`src/rtl/counter_pkg.sv`:
```
// rtl/counter_pkg.sv - shared width default and count type for the binary counter
package counter_pkg;

    localparam int COUNTER_WIDTH_DEFAULT = 4;

    typedef logic [COUNTER_WIDTH_DEFAULT-1:0] count_t;

endpackage : counter_pkg

```
`src/rtl/incrementer.sv`:
```
// rtl/incrementer.sv - WIDTH-bit combinational +1, wrapping by truncation
module incrementer #(
    parameter int WIDTH = 4
) (
    input  logic [WIDTH-1:0] a,
    output logic [WIDTH-1:0] y
);

    // Sum is kept at WIDTH bits, so all-ones rolls over to zero with no carry-out.
    always_comb begin
        y = a + WIDTH'(1);
    end

endmodule : incrementer

```
`src/rtl/binary_counter.sv`:
```
// rtl/binary_counter.sv - free-running up-counter with synchronous active-high clear
module binary_counter
    import counter_pkg::*;
#(
    parameter int WIDTH = COUNTER_WIDTH_DEFAULT
) (
    input  logic             clk,
    input  logic             reset,
    output logic [WIDTH-1:0] Q
);

    // Power-up value of zero lets the counter run before any reset is seen.
    logic [WIDTH-1:0] count = '0;
    logic [WIDTH-1:0] count_next;

    incrementer #(
        .WIDTH (WIDTH)
    ) u_incrementer (
        .a (count),
        .y (count_next)
    );

    // Clear has priority over the unconditional increment.
    always_ff @(posedge clk) begin
        if (reset) begin
            count <= '0;
        end else begin
            count <= count_next;
        end
    end

    // Output comes straight from the register; no input-to-output path.
    always_comb begin
        Q = count;
    end

endmodule : binary_counter

```
`config.mk`:
```
export PLATFORM = sky130hd
export DESIGN_NAME = binary_counter
export DESIGN_NICKNAME = d
export VERILOG_FILES = /design/src/rtl/counter_pkg.sv /design/src/rtl/incrementer.sv /design/src/rtl/binary_counter.sv
export SDC_FILE = /design/constraint.sdc
export NUM_CORES = 1
export LEC_CHECK = 0
export BUFFER_PORTS_ARGS = -buffer_cell sky130_fd_sc_hd__buf_2
export CAP_MARGIN = 15
export CORE_AREA = 5 5 42 44
export CTS_CLUSTER_SIZE = 40
export DETAILED_ROUTE_END_ITERATION = 10
export DIE_AREA = 0 0 47 49
export GPL_ROUTABILITY_DRIVEN = 0
export SETUP_SLACK_MARGIN = 0.2
export SLEW_MARGIN = 20
export SYNTH_ARGS = -nofsm -noshare
export SYNTH_HDL_FRONTEND = slang
export SYNTH_SLANG_ARGS = --single-unit
export TNS_END_PERCENT = 10
```
`constraint.sdc`:
```
create_clock -name clk -period 0.85 [get_ports clk]
set_input_delay 0.0425 -clock clk [delete_from_list [all_inputs] [get_ports clk]]
set_output_delay 0.0425 -clock clk [all_outputs]
set_load 0.03 [all_outputs]
```
### Word level (Yosys, flattened, before mapping)

Cells that the tools add are included.

| word-level totals | value |
|---|---|
| bits of input ports | 2 |
| word-level logic and storage cells | 2 |
| register bits | 4 |
| output and inout port bits | 4 |

| operators by class | value |
|---|---|
| add/subtract/negate cells | 1 |

Operators by type and width:

| operator | count |
|---|---|
| $add A4 B1 Y4 const B | 1 |

### Depth between registers and ports, before layout

Gate-level depths: netlist (run 1).

| logic depth | value |
|---|---|
| depth after elaboration | 1 |
| depth in mapped cells | 3 |
| gate-level depth less buffers | 3 |

### By module

Synthesis (run 1) repeated with hierarchy kept, for this count alone.

| second synthesis, totals | value |
|---|---|
| cells, all modules | 13 |
| area, all modules | 148.9 um^2 |

Modules (own cells, without submodules):

| module | cells each | times used | area each (um^2) | sequential area each (um^2) |
|---|---|---|---|---|
| binary_counter | 8 | 1 | 105.1 | 80.1 |
| incrementer | 5 | 1 | 43.8 | 0.0 |

### Least setup slack after synthesis (run 1)

OpenSTA, ideal clock, no wires.

| timing path | value |
|---|---|
| kind | register -> register |
| start | register count[0], in the netlist Q[0] |
| end | register count[3], in the netlist Q[3] |
| path buffers | 0 |
| arrival time | 0.964 ns |
| clock period less this slack | 1.085 ns |
| setup slack | -0.235 ns |
| stages on the path, launching flop included | 3 |
| cells stage by stage | dfxtp_1 nand3_1 mux2_4 |

| between the ends | value |
|---|---|
| cells in the longest elaborated chain, start to end | 1 |

RTL lines:

| item | RTL line | RTL |
|---|---|---|
| start, declared | binary_counter.sv:13 | `logic [WIDTH-1:0] count = '0;` |
| start signal, assigned | binary_counter.sv:28 | `count <= count_next;` |
| $add A4 B1 Y4 | incrementer.sv:11 | `y = a + WIDTH'(1);` |

Every way passes these cells.
A chain may end at the register's enable or synchronous reset.

### Final worst setup path (run 1)

| timing path | value |
|---|---|
| start | register count[1], in the netlist Q[1] |
| end | register count[3], in the netlist Q[3] |

Same word-level chain as after synthesis.

==> results of run 1 <==
[per-stage QoR]
step | TNS (ns) | cells | hold slack [ns] | cell area [sq um]
after CTS | -0.00286 | 38 | 0.00805 | 262
after global routing | -0.0154 | 38 | 0.0332 | 272
after detailed placement | -0.00226 | 34 | 0.262 | 208
final | 0 | 38 | 0.0388 | 272
after floorplan | -0.0897 | 13 | 0.0996 | 163
after global placement | 0 | 34 | 0.256 | 208
[routing by layer]
metal	share of wire, %	wire length [um]	global-route usage [%]
met4	2.9	9	4.15
met2	32	100	3.17
met3	24	74	8.49
met5	0	0	0
met1	41	127	3.06
[worst max path at each step]
stage | depth (start not counted) | to | slack (ns)
final | 2 | Q[3] | 0.005
after global routing | 2 | Q[3] | -0.02
after detailed placement | 2 | Q[1] | -0.002
after CTS | 2 | Q[3] | -0.003
after floorplan | 2 | Q[3] | -0.04
after global placement | 2 | Q[1] | 0.004
[report_power, final]
part / leakage (nW) / internal, mW / total (mW) / switching [mW]
clock: 0.0150 / 0.177 / 0.264 / 0.0871
combinational: 0.0597 / 0.0406 / 0.0813 / 0.0406
sequential: 0.0353 / 0.200 / 0.217 / 0.0166
[synth_stat cells]
master / instances
nor2_1: 3
xnor2_1: 1
mux2_4: 1
nor2b_1: 2
nand3_1: 1
ha_1: 1
dfxtp_1: 4
[kinds of logic after synthesis]
family,after synthesis
xor gates and xnor gates,1
and+or+nand+nor,6
muxes,1
adders and majority gates,1
DFF,4
[worst max-delay path, delay by kind of cell (launching register included)]
family / cells / cell delay (ns)
and+or+nand+nor: 1 / 0.08
muxes: 1 / 0.29
DFF: 1 / 0.36
[cell type report]
class	instances	share of cell area, %
Tap cell	16	7.37
Multi-Input combinational cell	9	33.2
Timing Repair Buffer	5	15.7
Clock buffer	4	9.68
Sequential cell	4	34.1
[repair_timing]
action                                  4_1_cts  5_1_grt
pin swaps                                     2        0
cloned                                        0        0
setup buffers                                 0        0
endpoints found under the setup margin        7        7
resized for setup                             6        3
==> results.cfg, run 1 <==
[outcome]
status = completed

[power]
p_per_area_nw_per_um2 = 2070
total_power_mw = 0.562
ir_worst_vdd_v = 0.000453
p_leak_nw = 0.110

[worst_setup_path]
crit_type = reg -> reg
rr_worst_depth = 2
worstPathRequired_ns = 0.97
cp.arrival_ns = 0.97
critPathMaxFanout = 3
startpoint_type = register
r2r_start = Q[1]
r2r-end = Q[3]
path_cells = nand3_2 > mux2_4
crit_path_top_delay_cell = dfxtp_4
startpoint = Q[1]
regToRegSetupSlack_ns = 0.005
max_stage_delay_ns = 0.36
cp-end-kind = register

[sta]
timing.final.max_slew_violations = 0
rsz0062_at_grt = true
finalSetupViolations = 0
setup_slack_ns = 0.00457
finalCriticalPeriod_ns = 0.845
period_share_pct = 99.5
worstMarginPinSlew_ns = 0.128
hold_viol_final = 0
relSlewSlack_pct = 91.5
skew_ns = 0.00198
fmax_ghz = 1.18

[yosys]
yosysTopAreaCellShare_pct = 55.2
synth_compound_area_share_pct = 0
yosysSeqAreaShare_pct = 55.2
synth_area_leader_cell = dfxtp_1
synth_area_leaders = dfxtp_1 55%, mux2_4 10%, ha_1 8.6%, nor2b_1 8.6%, nor2_1 7.8%
synth_warnings = 0
synth_mux_area_share_pct = 10.3
synth_xor_area_share_pct = 6.03
syn_nets = 16
synth-adder-area-share_pct = 8.62
ys_ff_latch = 4
syn_area_sq_um = 145
synthSimpleGateAreaFrac_pct = 19.8
synthCells = 13
synthDistinctLibCells = 7
synth_top_family_by_area = simple AND/OR/NAND/NOR gates
avgSynthCellArea_sq_um = 11.2

[die]
ioPinCount = 6
die_h_um = 49
die-width_um = 47
die_area_sq_um = 2300
start_util_pct = 10.4
rows = 14
coreArea_sq_um = 1400

[grt]
grt.overflow.total = 0
grt_usage_pct = 4.22
grt_antenna_before_repair = 0
grt_start_max_net_pins = 6
grt_first_pass_wirelength_um = 503
first_global_vias = 118

[detailed_routing]
drt-pass1-iter-count = 4
antenna_left = 0
via_count = 121
drc = 0
wl_um = 311
wl_per_cell_um = 8.18
drtIter0Drc = 4
via_per_inst = 3.18

[hold_path]
min_to = Q[1]
hold_path.class = in -> reg
min_path_cells = 2
hold_start = reset

[clock_tree]
cts.sinks = 4
clkLatencyLatePin_ns = 0.24
clk_pin_slew_ns = 0.04
htreeDepth = 1
cts_inserted_buffers = 3
tritoncts = done
cts_root_buf = clkbuf_4
hold_buffers = 0
ctsLongestPathBuffers = 2

[placement]
port_buffers = 5
dp_hpwl_um = 237
dp_slack_ns = -0.00226

[final_layout]
final_nets = 26
post-route-util_pct = 19.4
syn2layout_area_growth_pct = 87.1
nFillCells = 162
drive_gt1_share_pct = 72.7
largest_reg_flops = 4
final_cell_mix = 3 x dfxtp_4, 3 x nor2_1, 3 x clkbuf_4
multi_input_area_sq_um = 90.1
antenna_cells = 0
regArea_sq_um = 92.6

[flow_run]
cap_violations = 0
(Power assumes the default switching activity.)
==> run 2: changes to the inputs <==
==> constraint.sdc (replaced) <==
create_clock -name clk -period 0.8 [get_ports clk]
set_input_delay 0.04 -clock clk [delete_from_list [all_inputs] [get_ports clk]]
set_output_delay 0.04 -clock clk [all_outputs]
set_load 0.03 [all_outputs]
==> results.cfg, run 2 (same netlist as run 1, synthesis figures left out) <==
[sta]
hold_viol_final = 0
rsz0062_at_grt = true
whs_ns = 0.0318
worstMarginPinSlew_ns = 0.125
period_share_pct = 107
setup_slack_ns = -0.0577
timing.final.max_slew_violations = 0
finalCriticalPeriod_ns = 0.858
skew_ns = 0.00121
fmax_ghz = 1.17
relSlewSlack_pct = 91.6
finalSetupViolations = 4

[final_layout]
layout_commonest_cell = buf_6
final_cell_mix = 5 x buf_6, 3 x dfxtp_4, 3 x nor2_1, 3 x clkbuf_4
fin_cells = 39
largest_reg_flops = 4
drive_gt1_share_pct = 73.9
syn2layout_area_growth_pct = 100
final_nets = 27
antenna_cells = 0

[detailed_routing]
via_count = 123
wl_um = 316
drc = 0
via_per_inst = 3.15
wl_per_cell_um = 8.10
drt-pass1-iter-count = 1
antenna_left = 0
drtIter0Drc = 0

[clock_tree]
ctsLongestPathBuffers = 2
cts_root_buf = clkbuf_4
clkLatencyLatePin_ns = 0.24
cts_inserted_buffers = 3
hold_buffers = 0
post_cts_buffers = 0
htreeDepth = 1
tritoncts = done
clk_pin_slew_ns = 0.04
cts.sinks = 4

[power]
p_switching_mw = 0.160
p_leak_nw = 0.119
ir_worst_vdd_v = 0.000715
total_power_mw = 0.615
internal-power_mw = 0.456
pwr-share-seq_pct = 37.6
p_per_area_nw_per_um2 = 2120
p_clk_share_pct = 46.0
comb_power_share_pct = 16.4
p_sw_share_pct = 25.9

[grt]
grt_antenna_before_repair = 0
grt_usage_pct = 4.37
grt_start_max_net_pins = 6
grt_first_pass_wirelength_um = 579
grt.overflow.total = 0
first_global_vias = 135

[die]
die_h_um = 49
ioPinCount = 6
die_area_sq_um = 2300
coreArea_sq_um = 1400
start_util_pct = 10.4
die-width_um = 47
rows = 14

[flow_run]
cap_violations = 0

[placement]
dp_slack_ns = -0.0534
port_buffers = 5
place_inst = 35
dp_hpwl_um = 236

[worst_setup_path]
cp.arrival_ns = 0.98
startpoint_type = register
crit_type = reg -> reg
critPathMaxFanout = 3
worstPathRequired_ns = 0.92
cp-end-kind = register

[outcome]
status = finished with violations
violations = setup timing

[hold_path]
hold_path.class = in -> reg
==> run 2: cell count changes in the layout (fill, tap and decap cells not counted) <==
cell   change
buf_4      -2
buf_6      +3
==> run 2: what timing repair did <==
item	in CTS	in global routing
gates cloned	0	0
endpoints found under the setup margin	7	7
resized for setup	9	2
pin swaps	2	0
==> run 2: metrics by stage <==
stage	setup TNS (ns)	util (%)	area (sq um)
after floorplan	-0.240	-	163
after global placement	-0.110	15.4	215
after detailed placement	-0.134	15.4	215
after CTS	-0.134	19.9	279
after global routing	-0.299	20.7	290
final	-0.116	20.7	290
==> run 2: cell type report <==
type	instances	area, sq um
fill	164	1110
multi-input combinational	9	90.1
sequential	4	92.6
timing repair buffer	6	61.3
clock buffer	4	26.3
tap	16	20.0
==> run 2: worst paths after layout <==
path / startpoint / end / slack (ns) / cells past startpoint
worst max-delay path: Q[1] / Q[3] / -0.06 / 2
worst min-delay path: reset / Q[1] / 0.03 / 2
worst max register to register: Q[1] / Q[3] / -0.06 / 2
worst min register to register: Q[0] / Q[0] / 0.46 / 1
==> run 2: power groups by stage <==
stage / logic (mW) / registers (mW) / clock network, mW
6_report: 0.101 / 0.232 / 0.283
3_5_place_dp: 0.0702 / 0.228 / 0
4_1_cts: 0.0878 / 0.230 / 0.297
3_3_place_gp: 0.0687 / 0.227 / 0
5_1_grt: 0.109 / 0.234 / 0.328
2_1_floorplan: 0.0175 / 0.254 / 0
==> run 2: worst max-delay path, cell delays in order, from the launching register on <==
cell	delay [ns]
dfxtp_4	0.37
nand3_2	0.08
mux2_4	0.29
==> run 2: metal layers <==
| layer | up-vias | GRT usage [%] | share of wire, % |
|---|---|---|---|
| met4 | 0 | 2.76 | 0 |
| met1 | 52 | 4.19 | 42 |
| met5 | - | 0 | 0 |
| met2 | 8 | 3.62 | 39 |
| li1 | 63 | - | - |
| met3 | 0 | 7.75 | 19 |
